**config.mk**
```make
export PLATFORM = sky130hd
export DESIGN_NAME = capture_4dig_7seg_flat
export DESIGN_NICKNAME = d
export VERILOG_FILES = /design/src/rtl/capture_4dig_7seg_if.sv /design/src/rtl/capture_4dig_7seg.sv /design/src/flat_wrapper.sv
export SDC_FILE = /design/constraint.sdc
export NUM_CORES = 1
export LEC_CHECK = 0
export CORE_MARGIN = 5
export CORE_UTILIZATION = 44
export DETAILED_ROUTE_END_ITERATION = 16
export PLACE_DENSITY = 0.74
export SLEW_MARGIN = 10
export SYNTH_ARGS = -nofsm -noshare
export SYNTH_HDL_FRONTEND = slang
export SYNTH_SLANG_ARGS = --single-unit
```
**constraint.sdc**
```tcl
create_clock -name xClk_20kHz -period 6 [get_ports xClk_20kHz]
set_clock_uncertainty 0.05 [all_clocks]
set_input_delay 1.2 -clock xClk_20kHz [delete_from_list [all_inputs] [get_ports xClk_20kHz]]
set_output_delay 1.2 -clock xClk_20kHz [all_outputs]
set_load 0.05 [all_outputs]
```
**src/rtl/capture_4dig_7seg_if.sv**
```systemverilog
// Snoop-side bundle of a scanned 4-digit 7-segment display plus the decoded-frame results.
interface capture_4dig_7seg_if;
    logic [3:0]  xSelect;
    logic [7:0]  xSegment;
    logic [15:0] xDOutput;
    logic        xValid;
    logic        xCodeErr;
    logic        xSeqErr;
    logic        xLink;

    modport master (
        output xSelect, xSegment,
        input  xDOutput, xValid, xCodeErr, xSeqErr, xLink
    );

    modport slave (
        input  xSelect, xSegment,
        output xDOutput, xValid, xCodeErr, xSeqErr, xLink
    );
endinterface

```
**src/rtl/capture_4dig_7seg.sv**
```systemverilog
// Decodes a multiplexed 4-digit 7-segment scan back into the 16-bit value shown,
// checking digit order, segment codes and scan liveness.
module capture_4dig_7seg #(
    parameter int dSettle  = 4,
    parameter int dTimeout = 1000
) (
    input  logic               xClk_20kHz,
    input  logic               xRst_n,
    capture_4dig_7seg_if.slave bus
);
    localparam logic [15:0] SETTLE = 16'(dSettle);
    localparam logic [15:0] TMO    = 16'(dTimeout);

    localparam logic [1:0] EXP3 = 2'd0;
    localparam logic [1:0] EXP2 = 2'd1;
    localparam logic [1:0] EXP1 = 2'd2;
    localparam logic [1:0] EXP0 = 2'd3;

    // {select, segments a..g}; the decimal point never enters the pipeline
    logic [10:0]      s1, s2;
    logic [15:0]      stab_cnt, stab_next;
    logic [15:0]      to_cnt, to_next;
    logic [1:0]       state, exp_digit, digit;
    logic [3:0][3:0]  frame;
    logic [3:0]       err;
    logic             done, onehot, accept;
    logic [4:0]       dec;

    function automatic logic [4:0] decode(input logic [6:0] seg_n);
        logic [4:0] r;
        case (~seg_n)
            7'h7E: r = 5'h00;  7'h30: r = 5'h01;  7'h6D: r = 5'h02;  7'h79: r = 5'h03;
            7'h33: r = 5'h04;  7'h5B: r = 5'h05;  7'h5F: r = 5'h06;  7'h70: r = 5'h07;
            7'h7F: r = 5'h08;  7'h7B: r = 5'h09;  7'h77: r = 5'h0A;  7'h1F: r = 5'h0B;
            7'h4E: r = 5'h0C;  7'h3D: r = 5'h0D;  7'h4F: r = 5'h0E;  7'h47: r = 5'h0F;
            default: r = 5'h10;
        endcase
        return r;
    endfunction

    always_comb begin
        onehot = 1'b1;
        digit  = 2'd0;
        case (s2[10:7])
            4'b1000: digit = 2'd3;
            4'b0100: digit = 2'd2;
            4'b0010: digit = 2'd1;
            4'b0001: digit = 2'd0;
            default: onehot = 1'b0;
        endcase
    end

    // s1 is the value s2 takes next, so s1==s2 means s2 is not about to change
    always_comb begin
        if (s1 != s2)             stab_next = '0;
        else if (stab_cnt >= SETTLE) stab_next = stab_cnt;
        else                      stab_next = stab_cnt + 16'd1;
    end

    assign accept    = onehot && (stab_next == SETTLE) && (stab_cnt != SETTLE);
    assign to_next   = accept ? '0 : ((to_cnt == 16'hFFFF) ? to_cnt : to_cnt + 16'd1);
    assign dec       = decode(s2[6:0]);
    assign exp_digit = 2'd3 - state;

    always_ff @(posedge xClk_20kHz) begin
        if (!xRst_n) begin
            s1           <= '0;
            s2           <= '0;
            stab_cnt     <= '0;
            to_cnt       <= '0;
            state        <= EXP3;
            frame        <= '0;
            err          <= '0;
            done         <= 1'b0;
            bus.xDOutput <= '0;
            bus.xValid   <= 1'b0;
            bus.xCodeErr <= 1'b0;
            bus.xSeqErr  <= 1'b0;
            bus.xLink    <= 1'b0;
        end else begin
            s1         <= {bus.xSelect, bus.xSegment[6:0]};
            s2         <= s1;
            stab_cnt   <= stab_next;
            to_cnt     <= to_next;
            done       <= 1'b0;
            bus.xSeqErr <= 1'b0;
            bus.xValid <= done;
            if (done) begin
                bus.xDOutput <= frame;
                bus.xCodeErr <= |err;
            end
            // a completing frame wins over a simultaneous timeout
            if (done)                 bus.xLink <= 1'b1;
            else if (to_next == TMO)  bus.xLink <= 1'b0;

            if (accept) begin
                if (digit == 2'd3) begin
                    frame[3] <= dec[3:0];
                    err      <= {dec[4], 3'b000};
                    state    <= EXP2;
                end else if (state != EXP3 && digit == exp_digit) begin
                    frame[digit] <= dec[3:0];
                    err[digit]   <= dec[4];
                    case (state)
                        EXP2:    state <= EXP1;
                        EXP1:    state <= EXP0;
                        default: begin
                            state <= EXP3;
                            done  <= 1'b1;
                        end
                    endcase
                end else begin
                    bus.xSeqErr <= 1'b1;
                    state       <= EXP3;
                end
            end
        end
    end
endmodule

```
**src/flat_wrapper.sv**
```systemverilog
// flat-port wrapper written by rule: the top's interface ports become plain ports
module capture_4dig_7seg_flat 
#(
    parameter int dSettle  = 4,
    parameter int dTimeout = 1000
)
  (xClk_20kHz, xRst_n, bus_xSelect, bus_xSegment, bus_xDOutput, bus_xValid, bus_xCodeErr, bus_xSeqErr, bus_xLink);
  capture_4dig_7seg_if bus_i ();
  input  logic xClk_20kHz;
  input  logic xRst_n;
  input wire logic [$bits(bus_i.xSelect)-1:0] bus_xSelect;
  input wire logic [$bits(bus_i.xSegment)-1:0] bus_xSegment;
  output wire logic [$bits(bus_i.xDOutput)-1:0] bus_xDOutput;
  output wire logic [$bits(bus_i.xValid)-1:0] bus_xValid;
  output wire logic [$bits(bus_i.xCodeErr)-1:0] bus_xCodeErr;
  output wire logic [$bits(bus_i.xSeqErr)-1:0] bus_xSeqErr;
  output wire logic [$bits(bus_i.xLink)-1:0] bus_xLink;
  assign bus_i.xSelect = bus_xSelect;
  assign bus_i.xSegment = bus_xSegment;
  assign bus_xDOutput = bus_i.xDOutput;
  assign bus_xValid = bus_i.xValid;
  assign bus_xCodeErr = bus_i.xCodeErr;
  assign bus_xSeqErr = bus_i.xSeqErr;
  assign bus_xLink = bus_i.xLink;
  capture_4dig_7seg #(.dSettle(dSettle), .dTimeout(dTimeout)) u_core (.xClk_20kHz(xClk_20kHz), .xRst_n(xRst_n), .bus(bus_i));
endmodule
```
# --- Word level (Yosys, flattened, before mapping) ---
# Cells that the tools add are included.
totals:
  output_inout_bits: 20
  inputBits: 14
  wordCells: 94
  rom_bits: 0
  memories: 0
  regBits: 97
  ram_bits: 0
  latchBits: 0
classes:
  eq_ne: 29
  shifts: 0
  n_bitwise: 5
  n_mul: 0
  div_mod_pow: 0
  reduce_logical: 14
  addsub: 3
  order_cmp: 3
  muxes: 24
ops:
  columns: ["op", "n"]
  rows:
  - ["$eq A7 B7 Y1 const B", 12]
  - ["$mux W16", 5]
  - ["$pmux W5 S16", 1]
  - ["$add A16 B1 Y16 const B", 2]
  - ["$eq A7 B6 Y1 const B", 3]
  - ["$bwmux W16", 1]
  - ["$eq A16 B10 Y1 const B", 1]
  - ["$eq A16 B16 Y1 const B", 1]
  - ["$eq A16 B3 Y1 const B", 1]
  - ["$ge A16 B3 Y1 const B", 1]
  - ["$mux W4", 4]
  - ["$ne A16 B3 Y1 const B", 1]
  - ["$reduce_or A4 Y1", 3]
  - ["$ne A11 B11 Y1", 1]
  - ["$demux W4 S2", 1]
  - ["$eq A7 B5 Y1 const B", 1]
  - ["$not A7 Y7", 1]
  - ["$mux W1", 6]
  - ["$pmux W2 S3", 1]
  - ["$reduce_bool A2 Y1", 3]
  - ["$bwmux W4", 1]
  - ["$eq A2 B2 Y1 const B", 2]
  - ["$eq A4 B1 Y1 const B", 1]
  - ["$eq A4 B2 Y1 const B", 1]
  - ["16 further kinds", 23]

# --- Longest topological paths before layout ---
# Gate-level depths: netlist (run 1).
logic_depth:
  ltp_word: 10
  mapped_depth: 11
  mapped_depth_nobuf: 9

# --- Least setup slack after synthesis (run 1) ---
# OpenSTA, ideal clock, no wires.
synth_path:
  path_kind: "register to register"
  from: "register u_core.s2[10]"
  to: "register u_core.state[1]"
  n_path_buf: 2
  setup_time_ps: 71
  stages_incl_launch_ff: 9
  arrival_ps: 2132
  period_less_slack_ps: 2252
  required_time_ps: 5879
  setup_slack_ps: 3748
  path_cell_list: "dfxtp_1 buf_6 xnor2_1 or3_1 buf_4 xnor2_1 or4_4 or3_1 a21oi_1"
synth_via:
  elab_chain_len: 6
  word_cells_on_any_way: 17
  cone_classes: "eq/ne (8); mux (5); reduce/logical (4)"
synth_lines:
  columns: ["item", "line", "source"]
  rows:
  - ["from (decl)", "capture_4dig_7seg.sv:20", "logic [10:0] s1, s2;"]
  - ["from (signal assigned)", "capture_4dig_7seg.sv:68", "s2 <= '0;"]
  - ["from (signal assigned)", "capture_4dig_7seg.sv:82", "s2 <= s1;"]
  - ["$eq A4 B2 Y1, or another cell as far along", "capture_4dig_7seg.sv:44", "case (s2[10:7])"]
  - ["$pmux W2 S3", "capture_4dig_7seg.sv:44", null]
  - ["$eq A2 B2 Y1", "capture_4dig_7seg.sv:101", "end else if (state != EXP3 && digit == exp_digit) begin"]
  - ["$logic_and A1 B1 Y1", "capture_4dig_7seg.sv:101", null]
  - ["$mux W2", "capture_4dig_7seg.sv:101", null]
  - ["$mux W2", "capture_4dig_7seg.sv:97", "if (digit == 2'd3) begin"]
  - ["to (signal assigned)", "capture_4dig_7seg.sv:100", "state <= EXP2;"]
  - ["to (signal assigned)", "capture_4dig_7seg.sv:105", "EXP2: state <= EXP1;"]
  - ["to (signal assigned)", "capture_4dig_7seg.sv:106", "EXP1: state <= EXP0;"]
  - ["to (decl)", "capture_4dig_7seg.sv:23", "logic [1:0] state, exp_digit, digit;"]
# Several ways; a longest one is shown, not always the timed one.
# A chain may end at the register's enable or synchronous reset.

==> flow_metrics.py, run 1 <==
metrics = {
    "timing": {
        "fin_worst_hold_slack_ns": 0.409,
        "slew_headroom_pct": 18.7,
        "finalSetupViolCount": 0,
        "drv_slew": 0,
        "worst_pin_slew_ns": 1.22,
        "hold_viol": 0,
        "fmax_mhz": 322,
        "setup_slack_ns": 2.90,
        "setup_tns_ns": 0,
        "grt_setup_unrepaired": "false",
        "fin_crit_ns": 3.10,
        "fin_crit_sh_pct": 51.7,
    },
    "clocking": {
        "clock_sinks": 97,
        "cts_root_buf": "clkbuf_8",
        "ctsResizeCount": 0,
        "cts_hold_buf": 0,
        "post-cts-setup-buffer-count": 0,
        "h-tree-depth": 3,
        "clk_pin_slew_ns": 0.08,
        "cts_tree": "done",
        "numCtsBuffers": 9,
        "clk_latency_ns": 0.37,
        "clock_path_buffers": 2,
    },
    "power": {
        "seq_power_share_pct": 55.3,
        "clkPwrFrac_pct": 39.0,
        "ir_drop_v": 0.000162,
        "power_density_nw_per_um2": 239,
        "power.switching_mw": 0.283,
        "power_frac_comb_pct": 5.7,
        "internal_power_mw": 0.920,
        "swShare_pct": 23.5,
        "p_leak_nw": 1.75,
        "finalPower_mw": 1.20,
    },
    "placed_design": {
        "place_congestion": 0.835,
        "place_area_um2": 4810,
        "hpwlAfterDp_um": 6030,
        "pre_cts_ws_ns": 2.48,
        "portBuffers": 32,
        "dp_cells": 617,
    },
    "synthesis": {
        "synth_edf_count": 0,
        "synth.area.mux_share_pct": 8.55,
        "syn-cell-area_um2": 4480,
        "yosys_warnings": 0,
        "async_flop_share_pct": 0,
        "synth-xor-area-share_pct": 5.28,
        "syn_inst": 481,
        "dominantRegCellSynth": "dfxtp_1",
        "synth.distinct_cells": 58,
        "ys_seq_elements": 97,
        "syn_nets": 504,
        "synth_compound_area_share_pct": 7.40,
        "yosys.area_share.simple_pct": 27.8,
        "yosysSeqAreaShare_pct": 43.3,
        "avgSynthCellArea_um2": 9.32,
        "synth_fa_ha_area_share_pct": 2.51,
        "synth_top_family_by_area": "simple AND/OR/NAND/NOR gates",
    },
    "run_status": {
        "status": "complete, no violations",
    },
    "detailed_routing": {
        "routedWlPerCell_um": 13.5,
        "totalWireLength_um": 8580,
        "vias": 3321,
        "viasPerCell": 5.25,
        "drt_iter0_drc": 163,
        "ant_nets": 0,
        "first_pass_iters": 4,
        "post-route-drc-count": 0,
    },
    "finish": {
        "diodes": 0,
        "finalNonFillerCells": 633,
        "syn_to_final_growth_pct": 12.4,
        "fin_area_um2": 5040,
        "final_nets": 518,
        "drive_gt1_share_pct": 7.60,
        "final_util_pct": 51.1,
    },
    "grt": {
        "track_usage_pct": 14.5,
        "antenna_found_initial": 0,
        "first_global_vias": 3288,
        "grt_pass1_wl_um": 15100,
        "grt_overflow": 0,
        "grt_max_degree": 36,
    },
    "setup_path": {
        "crit_buf_inv": 3,
        "arrival_ns": 3.36,
        "critPathTopFamily": "buffers and inverters",
        "cp.required_ns": 6.26,
        "cp_slowest_cell": "clkdlybuf4s50_1",
        "path_max_fanout": 35,
        "max_stage_delay_ns": 0.80,
        "path_cells": "clkdlybuf4s50_1 > buf_4 > inv_1 > a2111o_1 > o21ai_2",
        "endpoint_kind": "flop",
        "start_kind": "input pin",
        "path_class": "in -> reg",
    },
    "floorplanning": {
        "row_count": 36,
        "die_w_um": 111,
        "die_h_um": 111,
        "start_util_pct": 45.4,
        "pin_count": 34,
        "core_um2": 9860,
        "dieArea_um2": 12300,
    },
    "worst_hold_path": {
        "hp-class": "reg -> reg",
    },
    "flow_run": {
        "drv_cap": 0,
    },
}
cell families after synthesis:
kind of cell / Yosys count
simple gates: 217
flops: 97
buf+inv: 47
compound gates: 46
mux: 38
xor+xnor: 27
fa+ha+maj: 9
worst paths after layout:
kind,start,end,slack [ns],cells past startpoint
worst min register to register,u_core.frame[14],u_core.frame[14],0.41,2
worst max-delay path,xRst_n,u_core.frame[13],2.90,5
worst min-delay path,u_core.frame[14],u_core.frame[14],0.41,2
worst max register to register,u_core.s2[10],u_core.frame[5],3.28,7
worst reg2reg max path, cell delays in order, from the launching register on:
cell,delay (ns)
dfxtp_1,0.44
xnor2_1,0.14
or3_1,0.34
inv_1,0.12
ha_1,0.27
or4_4,0.65
a2111oi_2,0.48
o2bb2ai_1,0.18
flip-flops by register name, indices dropped and copies added, names as in the netlist, 2 cells and up:
signal               cells
u_core.s2               11
u_core.bus.xDOutput     16
u_core.stab_cnt         16
u_core.s1               11
u_core.to_cnt           16
u_core.err               4
u_core.frame            16
u_core.state             2
Yosys cell counts, drive strengths merged (11+ instances only):
library cell,count,area share [%]
nand3,17,2.2
nand2,39,3.3
a21oi,13,1.5
nor2,46,4.0
nand4,11,1.5
xnor2,17,3.3
nor3,14,2.7
clkbuf,21,2.2
dfxtp,97,43
mux2i,36,8.0
and2,39,5.4
inv,17,1.4
per-layer routing:
| metal | vias up | track usage (%) | routed length [µm] |
|---|---|---|---|
| li1 | 1684 | - | - |
| met5 | - | 0 | 0 |
| met4 | 0 | 5.09 | 103 |
| met1 | 1554 | 18.1 | 4060 |
| met3 | 11 | 3.55 | 381 |
| met2 | 72 | 24.5 | 4030 |
cells in the final DEF, fill, tap and decap left out, types with 13 or more instances in the layout:
cell             count
dfxtp_1             97
nor2_1              45
and2_1              39
nand2_1             39
mux2i_1             36
clkdlybuf4s50_1     32
inv_1               17
xnor2_1             17
nand3_1             16
a21oi_1             13
power by group through the flow:
stage	sequential, mW	combinational, mW	clock, mW
6_report	0.666	0.0683	0.470
5_1_grt	0.668	0.0757	0.509
4_1_cts	0.665	0.0684	0.481
3_5_place_dp	0.681	0.0681	0
3_3_place_gp	0.680	0.0658	0
2_1_floorplan	0.673	0.0585	0
layout make-up:
type,count,area [µm²]
Sequential cell,97,1940
Multi-Input combinational cell,337,2310
Tap cell,133,166
Fill cell,875,4830
Clock buffer,9,124
Inverter,17,63.8
Timing Repair Buffer,33,328
Clock inverter,7,103
Note: power is estimated with default switching activity, not from simulation.
==> inputs of run 2 (changes only) <==
--- a/config.mk
+++ b/config.mk
@@ -8,7 +8,7 @@
 export CORE_MARGIN = 5
 export CORE_UTILIZATION = 44
 export DETAILED_ROUTE_END_ITERATION = 16
-export PLACE_DENSITY = 0.74
+export PLACE_DENSITY = 0.76
 export SLEW_MARGIN = 10
 export SYNTH_ARGS = -nofsm -noshare
 export SYNTH_HDL_FRONTEND = slang
==> constraint.sdc (replaced) <==
create_clock -name xClk_20kHz -period 2.7 [get_ports xClk_20kHz]
set_clock_uncertainty 0.05 [all_clocks]
set_input_delay 0.54 -clock xClk_20kHz [delete_from_list [all_inputs] [get_ports xClk_20kHz]]
set_output_delay 0.54 -clock xClk_20kHz [all_outputs]
set_load 0.05 [all_outputs]
==> run 2 against run 1 <==
  * Via count fell by 0.12%
  * Wire length fell by 0.12%
  * Combinational power increased by 130%
  * Worst hold slack better by 0.0032 ns
  * Global-route usage shrank 0.79 points
  * Register-to-register slack worse by 3.1 ns
  * Clock power rose by 110%
  * Utilization is 0.55 points higher
  * Final area rose by 1.1%
  * Non-clock buffer count grew 7
  * Largest power group unchanged
==> flow_metrics.py, run 2 (synthesis results as in run 1) <==
metrics = {
    "setup_path": {
        "cp_slowest_cell": "or4_4",
        "path_cells": "xnor2_1 > or3_1 > inv_1 > ha_1 > or4_4 > nor3_4 > mux2i_1",
        "path_max_fanout": 5,
        "endpoint_kind": "flop",
        "max_stage_delay_ns": 0.65,
        "ff2ff_setup_slack_ns": 0.18,
        "arrival_ns": 2.76,
        "cp.required_ns": 2.94,
        "path_class": "reg -> reg",
        "start_kind": "flop",
    },
    "placed_design": {
        "place_congestion": 0.826,
        "pre_cts_ws_ns": 0.115,
        "hpwlAfterDp_um": 6040,
        "portBuffers": 32,
    },
    "timing": {
        "fmax_mhz": 396,
        "drv_slew": 0,
        "slew_headroom_pct": 52.2,
        "grt_setup_unrepaired": "false",
        "setup_slack_ns": 0.175,
        "fin_crit_ns": 2.52,
        "fin_crit_sh_pct": 93.5,
        "finalSetupViolCount": 0,
        "setup_tns_ns": 0,
        "fin_worst_hold_slack_ns": 0.412,
        "worst_pin_slew_ns": 0.710,
        "hold_viol": 0,
    },
    "clocking": {
        "clock_path_buffers": 2,
        "clk_latency_ns": 0.37,
        "h-tree-depth": 3,
        "post-cts-setup-buffer-count": 0,
        "cts_hold_buf": 0,
        "clock_sinks": 97,
        "numCtsBuffers": 9,
        "cts_root_buf": "clkbuf_8",
        "ctsResizeCount": 0,
        "cts_tree": "done",
        "clk_pin_slew_ns": 0.10,
    },
    "finish": {
        "layout_common_cells": "97 x dfxtp_1, 45 x nor2_1, 39 x and2_1, 38 x nand2_1, 36 x mux2i_1",
        "diodes": 0,
        "syn_to_final_growth_pct": 13.6,
        "fill_cells": 883,
        "final_common_cell": "dfxtp_1",
        "final_util_pct": 51.6,
        "drive_gt1_share_pct": 9.07,
        "final_nets": 525,
    },
    "floorplanning": {
        "die_h_um": 111,
        "die_w_um": 111,
        "core_um2": 9860,
        "start_util_pct": 45.4,
        "dieArea_um2": 12300,
        "pin_count": 34,
        "row_count": 36,
    },
    "detailed_routing": {
        "drt_iter0_drc": 129,
        "vias": 3317,
        "totalWireLength_um": 8570,
        "ant_nets": 0,
        "first_pass_iters": 5,
        "post-route-drc-count": 0,
        "routedWlPerCell_um": 13.4,
        "viasPerCell": 5.18,
    },
    "power": {
        "p_leak_nw": 1.78,
        "power_density_nw_per_um2": 515,
        "finalPower_mw": 2.62,
        "ir_drop_v": 0.000325,
    },
    "grt": {
        "antenna_found_initial": 0,
        "track_usage_pct": 13.7,
        "grt_pass1_wl_um": 14400,
        "grt_overflow": 0,
        "first_global_vias": 3214,
        "grt_max_degree": 36,
    },
    "worst_hold_path": {
        "hp-class": "reg -> reg",
    },
    "flow_run": {
        "drv_cap": 0,
    },
    "run_status": {
        "status": "complete, no violations",
    },
}
==> run 2: changes by cell type in the layout (fill, tap and decap cells not counted), sizes merged <==
cell    previous run  this run
buf                1         8
bufinv             2         1
clkbuf             9        10
clkinv             3         2
inv               18        19
==> run 2: metrics by stage <==
step / std cells / instance area, µm²
finish: 640 / 5090
global placement: 624 / 4860
detailed placement: 624 / 4860
CTS: 640 / 5080
global route: 640 / 5090
floorplan: 481 / 4480
==> run 2: final cells by class <==
cell class,count,area [µm²],share of cell area [%]
Clock inverter,6,75.1,1.47
Tap cell,133,166,3.27
Sequential cell,97,1940,38.1
Timing Repair Buffer,40,380,7.47
Inverter,17,63.8,1.25
Multi-Input combinational cell,337,2330,45.7
Clock buffer,10,138,2.70
==> run 2: metal layers <==
metal	routed length (µm)	GRT usage, %
met4	32	3.37
met5	0	0
met2	4050	23.4
met3	512	3.33
met1	3980	17.5
==> run 2: power breakdown <==
part	switching [mW]	internal [mW]
Clock	0.518	0.467
Sequential	0.0283	1.45
Combinational	0.0864	0.0722
Total	0.633	1.99
==> run 2: critical path: cells and delay by family (launching register included) <==
| family | cells | cell delay [ns] |
|---|---|---|
| multiplexers | 1 | 0.24 |
| buffers and inverters | 1 | 0.10 |
| adder cells (fa/ha/maj) | 1 | 0.27 |
| AND/OR/NAND/NOR | 3 | 1.21 |
| flip-flops | 1 | 0.45 |
| XOR/XNOR | 1 | 0.14 |
==> run 2: path summary, 6_finish.rpt <==
check	from	to	cells after the start
min reg2reg	u_core.frame[13]	u_core.frame[13]	2
max	u_core.s2[10]	u_core.frame[8]	7
min	u_core.frame[13]	u_core.frame[13]	2
max reg2reg	u_core.s2[10]	u_core.frame[8]	7
